### src/rtl/fb_stream_scaler.sv
// fb_stream_scaler: scans a packed-RGB frame buffer through a synchronous
// read port, decimates by 2^DECIM_LOG2 and streams RGB565 beats.
//
// Ports:
//   clk, rst         clock, asynchronous active-high reset
//   start            one-cycle frame request (ignored while busy)
//   busy             frame in progress
//   frame_done       one-cycle pulse after the final handshake
//   fb_addr          registered read address, data returns next cycle
//   fb_data          buffer word {R,G,B}, R in the MSBs
//   m_valid/m_ready  output stream handshake
//   m_data           pixel {R5,G6,B5}
//   m_sof            first beat of the frame
//   m_eol            last beat of each output row
//   test_mode        colour-bar source, present only with FBS_TESTPAT_EN
//
// Optional feature macro: FBS_TESTPAT_EN (adds test_mode colour bars).

module fb_stream_scaler #(
    parameter int IMG_COLS   = 160,
    parameter int IMG_ROWS   = 120,
    parameter int ADDR_W     = 15,
    parameter int NB_R       = 4,
    parameter int NB_G       = 4,
    parameter int NB_B       = 4,
    parameter int DECIM_LOG2 = 1
) (
    input  logic                     clk,
    input  logic                     rst,
    input  logic                     start,
    output logic                     busy,
    output logic                     frame_done,
    output logic [ADDR_W-1:0]        fb_addr,
    input  logic [NB_R+NB_G+NB_B-1:0] fb_data,
    output logic                     m_valid,
    input  logic                     m_ready,
`ifdef FBS_TESTPAT_EN
    input  logic                     test_mode,
`endif
    output logic [15:0]              m_data,
    output logic                     m_sof,
    output logic                     m_eol
);

    localparam int DW       = NB_R + NB_G + NB_B;
    localparam int OUT_COLS = IMG_COLS >> DECIM_LOG2;
    localparam int OUT_ROWS = IMG_ROWS >> DECIM_LOG2;

    localparam logic [ADDR_W-1:0] LAST_COL = ADDR_W'(OUT_COLS - 1);
    localparam logic [ADDR_W-1:0] LAST_ROW = ADDR_W'(OUT_ROWS - 1);
    // One output row skips 2^DECIM_LOG2 source rows.
    localparam logic [ADDR_W-1:0] ROW_STEP =
        ADDR_W'(IMG_COLS << DECIM_LOG2);

    typedef enum logic [1:0] {
        IDLE,
        READ,
        LATCH,
        OUT
    } state_t;

    state_t state_q, state_d;

    logic [ADDR_W-1:0] out_col_q, out_col_d;
    logic [ADDR_W-1:0] out_row_q, out_row_d;
    logic [ADDR_W-1:0] row_base_q, row_base_d;
    logic [ADDR_W-1:0] fb_addr_q, fb_addr_d;
    logic              busy_q, busy_d;
    logic              frame_done_q, frame_done_d;
    logic              m_valid_q, m_valid_d;
    logic [15:0]       m_data_q, m_data_d;
    logic              m_sof_q, m_sof_d;
    logic              m_eol_q, m_eol_d;

    // ------------------------------------------------------------
    // Colour conversion
    // ------------------------------------------------------------
    logic [NB_R-1:0] r_f;
    logic [NB_G-1:0] g_f;
    logic [NB_B-1:0] b_f;
    logic [4:0]      r5;
    logic [5:0]      g6;
    logic [4:0]      b5;
    logic [15:0]     pix;

`ifdef FBS_TESTPAT_EN
    logic [2:0] bar_idx;
    assign bar_idx = out_col_q[5:3];
`endif

    // Each target bit takes the source field MSB-first, wrapping back to
    // the MSB when the source is narrower than the target.
    always_comb begin
        r_f = fb_data[DW-1 -: NB_R];
        g_f = fb_data[NB_G+NB_B-1 -: NB_G];
        b_f = fb_data[NB_B-1:0];
        r5  = '0;
        g6  = '0;
        b5  = '0;
        for (int i = 0; i < 5; i++) begin
            r5[4-i] = r_f[NB_R-1-(i % NB_R)];
        end
        for (int i = 0; i < 6; i++) begin
            g6[5-i] = g_f[NB_G-1-(i % NB_G)];
        end
        for (int i = 0; i < 5; i++) begin
            b5[4-i] = b_f[NB_B-1-(i % NB_B)];
        end
        pix = {r5, g6, b5};
`ifdef FBS_TESTPAT_EN
        if (test_mode) begin
            pix = {{5{bar_idx[2]}}, {6{bar_idx[1]}}, {5{bar_idx[0]}}};
        end
`endif
    end

    // ------------------------------------------------------------
    // Next-state logic
    // ------------------------------------------------------------
    logic hs;
    logic at_last_col;
    logic at_last_row;

    assign hs          = m_valid_q && m_ready;
    assign at_last_col = (out_col_q == LAST_COL);
    assign at_last_row = (out_row_q == LAST_ROW);

    always_comb begin
        state_d      = state_q;
        out_col_d    = out_col_q;
        out_row_d    = out_row_q;
        row_base_d   = row_base_q;
        fb_addr_d    = fb_addr_q;
        busy_d       = busy_q;
        frame_done_d = 1'b0;
        m_valid_d    = m_valid_q;
        m_data_d     = m_data_q;
        m_sof_d      = m_sof_q;
        m_eol_d      = m_eol_q;

        unique case (state_q)
            IDLE: begin
                if (start) begin
                    out_col_d  = '0;
                    out_row_d  = '0;
                    row_base_d = '0;
                    fb_addr_d  = '0;
                    busy_d     = 1'b1;
                    state_d    = READ;
                end
            end

            // Address was registered on the way in; wait for the data.
            READ: begin
                state_d = LATCH;
            end

            LATCH: begin
                m_data_d  = pix;
                m_valid_d = 1'b1;
                m_sof_d   = (out_col_q == '0) && (out_row_q == '0);
                m_eol_d   = at_last_col;
                state_d   = OUT;
            end

            OUT: begin
                if (hs) begin
                    m_valid_d = 1'b0;
                    if (at_last_col && at_last_row) begin
                        busy_d       = 1'b0;
                        frame_done_d = 1'b1;
                        state_d      = IDLE;
                    end else begin
                        if (at_last_col) begin
                            out_col_d  = '0;
                            out_row_d  = out_row_q + 1'b1;
                            row_base_d = row_base_q + ROW_STEP;
                        end else begin
                            out_col_d = out_col_q + 1'b1;
                        end
                        fb_addr_d = row_base_d
                                  + (out_col_d << DECIM_LOG2);
                        state_d   = READ;
                    end
                end
            end

            default: begin
                state_d = IDLE;
            end
        endcase
    end

    // ------------------------------------------------------------
    // State registers
    // ------------------------------------------------------------
    always_ff @(posedge clk or posedge rst) begin
        if (rst) begin
            state_q      <= IDLE;
            out_col_q    <= '0;
            out_row_q    <= '0;
            row_base_q   <= '0;
            fb_addr_q    <= '0;
            busy_q       <= 1'b0;
            frame_done_q <= 1'b0;
            m_valid_q    <= 1'b0;
            m_data_q     <= '0;
            m_sof_q      <= 1'b0;
            m_eol_q      <= 1'b0;
        end else begin
            state_q      <= state_d;
            out_col_q    <= out_col_d;
            out_row_q    <= out_row_d;
            row_base_q   <= row_base_d;
            fb_addr_q    <= fb_addr_d;
            busy_q       <= busy_d;
            frame_done_q <= frame_done_d;
            m_valid_q    <= m_valid_d;
            m_data_q     <= m_data_d;
            m_sof_q      <= m_sof_d;
            m_eol_q      <= m_eol_d;
        end
    end

    assign busy       = busy_q;
    assign frame_done = frame_done_q;
    assign fb_addr    = fb_addr_q;
    assign m_valid    = m_valid_q;
    assign m_data     = m_data_q;
    assign m_sof      = m_sof_q;
    assign m_eol      = m_eol_q;

endmodule

### config.mk
export PLATFORM = sky130hd
export DESIGN_NAME = fb_stream_scaler
export DESIGN_NICKNAME = d
export VERILOG_FILES = /design/src/rtl/fb_stream_scaler.sv
export SDC_FILE = /design/constraint.sdc
export NUM_CORES = 1
export LEC_CHECK = 0
export ABC_AREA = 1
export BUFFER_PORTS_ARGS = -buffer_cell sky130_fd_sc_hd__buf_2
export CAP_MARGIN = 20
export CORE_AREA = 8 8 180 97
export CTS_BUF_LIST = sky130_fd_sc_hd__clkbuf_8
export CTS_CLUSTER_SIZE = 10
export DETAILED_ROUTE_END_ITERATION = 10
export DIE_AREA = 0 0 188 105
export GPL_ROUTABILITY_DRIVEN = 0
export PLACE_DENSITY = 0.55
export SETUP_SLACK_MARGIN = 0.1
export SLEW_MARGIN = 15
export SYNTH_ARGS = -nofsm -noshare
export SYNTH_HDL_FRONTEND = slang
export SYNTH_SLANG_ARGS = --single-unit
### constraint.sdc
create_clock -name clk -period 3.6 [get_ports clk]
set_input_delay 0.36 -clock clk [delete_from_list [all_inputs] [get_ports clk]]
set_output_delay 0.36 -clock clk [all_outputs]
set_load 0.02 [all_outputs]
Yosys cells after proc, flatten, opt, wreduce, memory -nomap -nowiden:

Cells that the tools add are included.
W data, S select, Z words.

* bits in registers: 83
* input port bits: 16
* logic and storage cells: 73

* add/sub/neg operators: 4
* equality and inequality tests: 10
* mux-type cells: 35
* reduce and logical (&&, ||, !) cells: 13

Operator list (number)
* $mux W15: 18
* $pmux W15 S2: 4
* $add A15 B1 Y15 const B: 2
* $logic_not A15 Y1: 2
* $add A15 B15 Y15: 1
* $add A15 B9 Y15 const B: 1
* $eq A15 B6 Y1 const B: 1
* $eq A15 B7 Y1 const B: 1
* $ne A2 B2 Y1 const B: 5
* $mux W1: 8
* $pmux W2 S4: 1
* $reduce_and A4 Y1: 2
* $reduce_and A5 Y1: 1
* $eq A2 B2 Y1 const B: 2
* $mux W2: 2
* $pmux W1 S2: 2
* $reduce_and A2 Y1: 2
* $reduce_bool A2 Y1: 2
* $logic_and A1 B1 Y1: 3
* $eq A2 B1 Y1 const B: 1
* $logic_not A2 Y1: 1

Longest topological paths before layout:

* depth in word-level cells: 9
* mapped depth: 19
* mapped depth without buffers: 18

Least setup slack after synthesis:

No wires, ideal clock.

* path kind: register -> register
* from: register, netlist name fb_addr[1]
* to: register fb_addr_q[14] (netlist: fb_addr[14])
* library setup time: 0.117 ns
* arrival: 2.666 ns
* data required time: 3.483 ns
* slack: 0.816 ns
* stages on the path, launching flop included: 19
* buffers on the path: 1
* cell sequence: dfrtp_1 -> ha_1 -> nand3_1 -> nor2_1 -> nand2_2 -> buf_2 -> nor2_1 -> xor2_1 -> inv_1 -> ha_1 -> nand2_1 -> nand2_1 -> nor2_1 -> o21ai_0 -> nand2_1 -> nand2_1 -> nand3b_1 -> nand3_1 -> nand2_1

RTL lines
* to (signal assigned): line 215 `fb_addr_q <= fb_addr_d;`
* to (decl): line 67 `logic [ADDR_W-1:0] fb_addr_q, fb_addr_d;`

==> results.tsv <==
stage	metric	value	unit
power	internal power consumption	1610	uW
timing	maximum clock rate	0.318	GHz
yosys	Synth Flop Type	dfrtp_1	
flow_run	Max Cap Viol	0	
yosys	main area contributors after synthesis	dfrtp_1 (41%), nand2_1 (15%), inv_1 (5.8%)	
worst_setup_path	required time at the endpoint of the critical path	3850	ps
final_layout	count of fill cells added during filler insertion	1580	
grt	initial antenna violation count	0	
worst_setup_path	signal arrival time at the worst endpoint	3400	ps
final_layout	Nets	661	
power	static power due to leakage	0.00246	uW
floorplanning	floorplan row count	32	
hold_path	Hold Crit Class	in -> async	
yosys	Post-synth top cells	nand2_1 (174), dfrtp_1 (72), inv_1 (68)	
clock_tree	number of buffers created by CTS	9	
timing	number of max-slew violations in the final report	0	
yosys	per-instance average area after synthesis	7.50	um^2
routing	number of detailed-route iterations in the first pass	5	
routing	Post-route DRC	0	
timing	Worst Tran Pin Value	749	ps
timing	worst slew margin relative to its limit	0.501	
final_layout	share of post-route cells with drive strength above 1	0.150	
routing	M1 wire length	6.68	mm
clock_tree	setup fix buffers added after clock tree synthesis	0	
yosys	synthesized net count	617	
clock_tree	number of buffers between clock root and the deepest sink	2	
clock_tree	CTS hold repair buffers	0	
timing	Hold Fails Final Rpt	0	
power	combinational share of power	0.382	
grt	total track usage	0.124	
routing	final WL	11.8	mm
power	net switching power of the design	1240	uW
worst_setup_path	Max FO, Critical Path	15	
yosys	area leader, netlist	dfrtp_1	
clock_tree	TritonCTS clock tree	yes	
power	pwr/cell area	572	nW/um^2
yosys	most used standard cell by instance count after synthesis	nand2_1	
floorplanning	# IOs	52	
routing	DR WL/cell	14.1	um
power	sequential share of power	0.358	
yosys	count of state elements after synthesis	72	
clock_tree	Skew-Pair Late Insertion Delay	360	ps
grt	first-pass GRT wire length	20.0	mm
final_layout	Core Util, Final	0.334	
floorplanning	Core Box Area	14900	um^2
yosys	Mapped Cells	583	
routing	top metal layer carrying routed signals	met4	
final_layout	area growth from synthesis to final layout	14.1	%
floorplanning	Die W	188	um
routing	length of routed met2 wiring	4.13	mm
power	part of the power in the clock network	0.260	
timing	Worst Skew	9.36	ps
routing	drt initial violations	415	
worst_setup_path	crit path kind	reg -> reg	
clock_tree	Clock Sink Count	72	
yosys	unique cell type count in the Yosys netlist	38	
timing	final setup violation count	0	
worst_setup_path	CP Launch Type	flop	
yosys	Netlist Area Pre-Place	4370	um^2
power	net switching fraction of the power	0.436	
worst_setup_path	Crit. End Element	flop	
timing	setup tns final	0	ps
floorplanning	Die Area	19700	um^2
clock_tree	Resized Gates After CTS	0	
status	status	completed	
routing	wire length on met3	922	um
timing	min cycle time layout	3150	ps
routing	routed vias	3883	
clock_tree	Root Buffer	clkbuf_8	
place	HPWL reported at the end of detailed placement	8.86	mm
yosys	async set-reset flop share out of synthesis	1.00	
yosys	area share of the largest cell type after synthesis	0.412	
grt	remaining global-route overflow	0	
yosys	sequential-to-total area share from yosys stat	0.412	
yosys	EDFF count, synth	0	
clock_tree	Clk pin slew, worst setup/hold paths	80	ps
grt	number of global-route vias before repair	3772	
floorplanning	starting density of the core	0.293	
grt	largest net degree at the start of global routing	49	
routing	via-per-instance ratio	4.64	
yosys	Yosys warning total	0	
final_layout	number of inserted diodes	0	
timing	setup repair after global routing missed its margin	false	
routing	number of nets with antenna violations after routing	0	
place	Port Buffer Count	51	
floorplanning	Die Y-Extent	105	um
power	Max IR drop VDD	0.441	mV
clock_tree	maximum level of the CTS H-tree	3	
timing	share of the clock period used by the worst path after layout	0.875	
placed cells by master (no fill, tap or decap), types with 17 or more instances in the layout:
master / Yosys / layout
nand2_1: 174 / 174
dfrtp_1: 72 / 72
o21ai_1: 35 / 35
o21ai_0: 17 / 17
inv_1: 68 / 67
nand3_1: 32 / 32
buf_2: 4 / 51
ha_1: 18 / 18
nor2_1: 48 / 48
xor2_1: 21 / 21
area by class of cell:
cell class,count,area (um^2),share of cell area
Inverter,72,273,0.0547
Clock inverter,7,101,0.0203
Clock buffer,9,124,0.0248
Multi-Input combinational cell,419,2160,0.433
Tap cell,204,255,0.0512
Sequential cell,72,1800,0.361
Timing Repair Buffer,53,270,0.0542
worst paths after layout:
kind | start | depth (start not counted) | slack [ps] | end
worst max-delay path | fb_addr[1] | 17 | 450 | fb_addr[14]
worst min-delay path | rst | 2 | 40 | fb_addr[10]
worst max register to register | fb_addr[1] | 17 | 450 | fb_addr[14]
worst min register to register | m_data[12] | 2 | 470 | m_data[12]
max in group asynchronous | rst | 3 | 2510 | out_row_q[10]
min in group clk | fb_data[4] | 3 | 190 | m_data[7]
critical path: stages (launching register included):
cell and delay, ps:
dfrtp_1 410, ha_1 290, nand3_1 130, nor2_1 150
nand2_2 230, nor2_1 210, xor2_1 190, inv_1 60
ha_1 320, nand2_1 140, nor2_1 50, nor2_1 190
o21ai_0 190, nand2_1 110, nand2_1 60, nand3b_1 150
nand3_1 90, nand2_1 50
per-stage QoR:
stage	total power (uW)	area [um^2]	worst slack (ps)	instances	hold WS (ps)
after floorplan	1900	4370	816	583	459
after global placement	2110	4760	644	820	449
after detailed placement	2140	4760	516	820	453
after CTS	2890	4990	496	836	59.2
after global routing	3060	4990	124	836	84.9
final	2850	4990	451	836	39.5
cells by family (layout without fill, tap and decap cells):
logic type / count (synthesis) / after routing / share of synthesized area
fa+ha+maj: 18 / 18 / 0.0515
compound gates: 79 / 79 / 0.0999
simple gates: 297 / 297 / 0.294
xor+xnor: 24 / 24 / 0.0481
flops: 72 / 72 / 0.412
other cells: 1 / 1 / 0.000858
buf+inv: 92 / 141 / 0.0936
flip-flops by register name, indices dropped and copies added (netlist names):
signal	count
busy	1
fb_addr	15
frame_done	1
m_data	12
m_eol	1
m_sof	1
m_valid	1
out_col_q	14
out_row_q	15
row_base_q	9
state_q	2
layer usage:
layer  global-route usage  vias to the layer above
met5                    0                        -
met1                0.200                     1766
li1                     -                     1939
met3               0.0342                        8
met2                0.151                      170
met4               0.0280                        0
power by group through the flow:
stage	logic, uW	clock network [uW]	registers [uW]
2_1_floorplan	761	0	1130
3_3_place_gp	1090	0	1030
3_5_place_dp	1100	0	1030
4_1_cts	1100	770	1020
5_1_grt	1220	804	1040
6_report	1090	742	1020
Power figures use the tool's default switching activity.
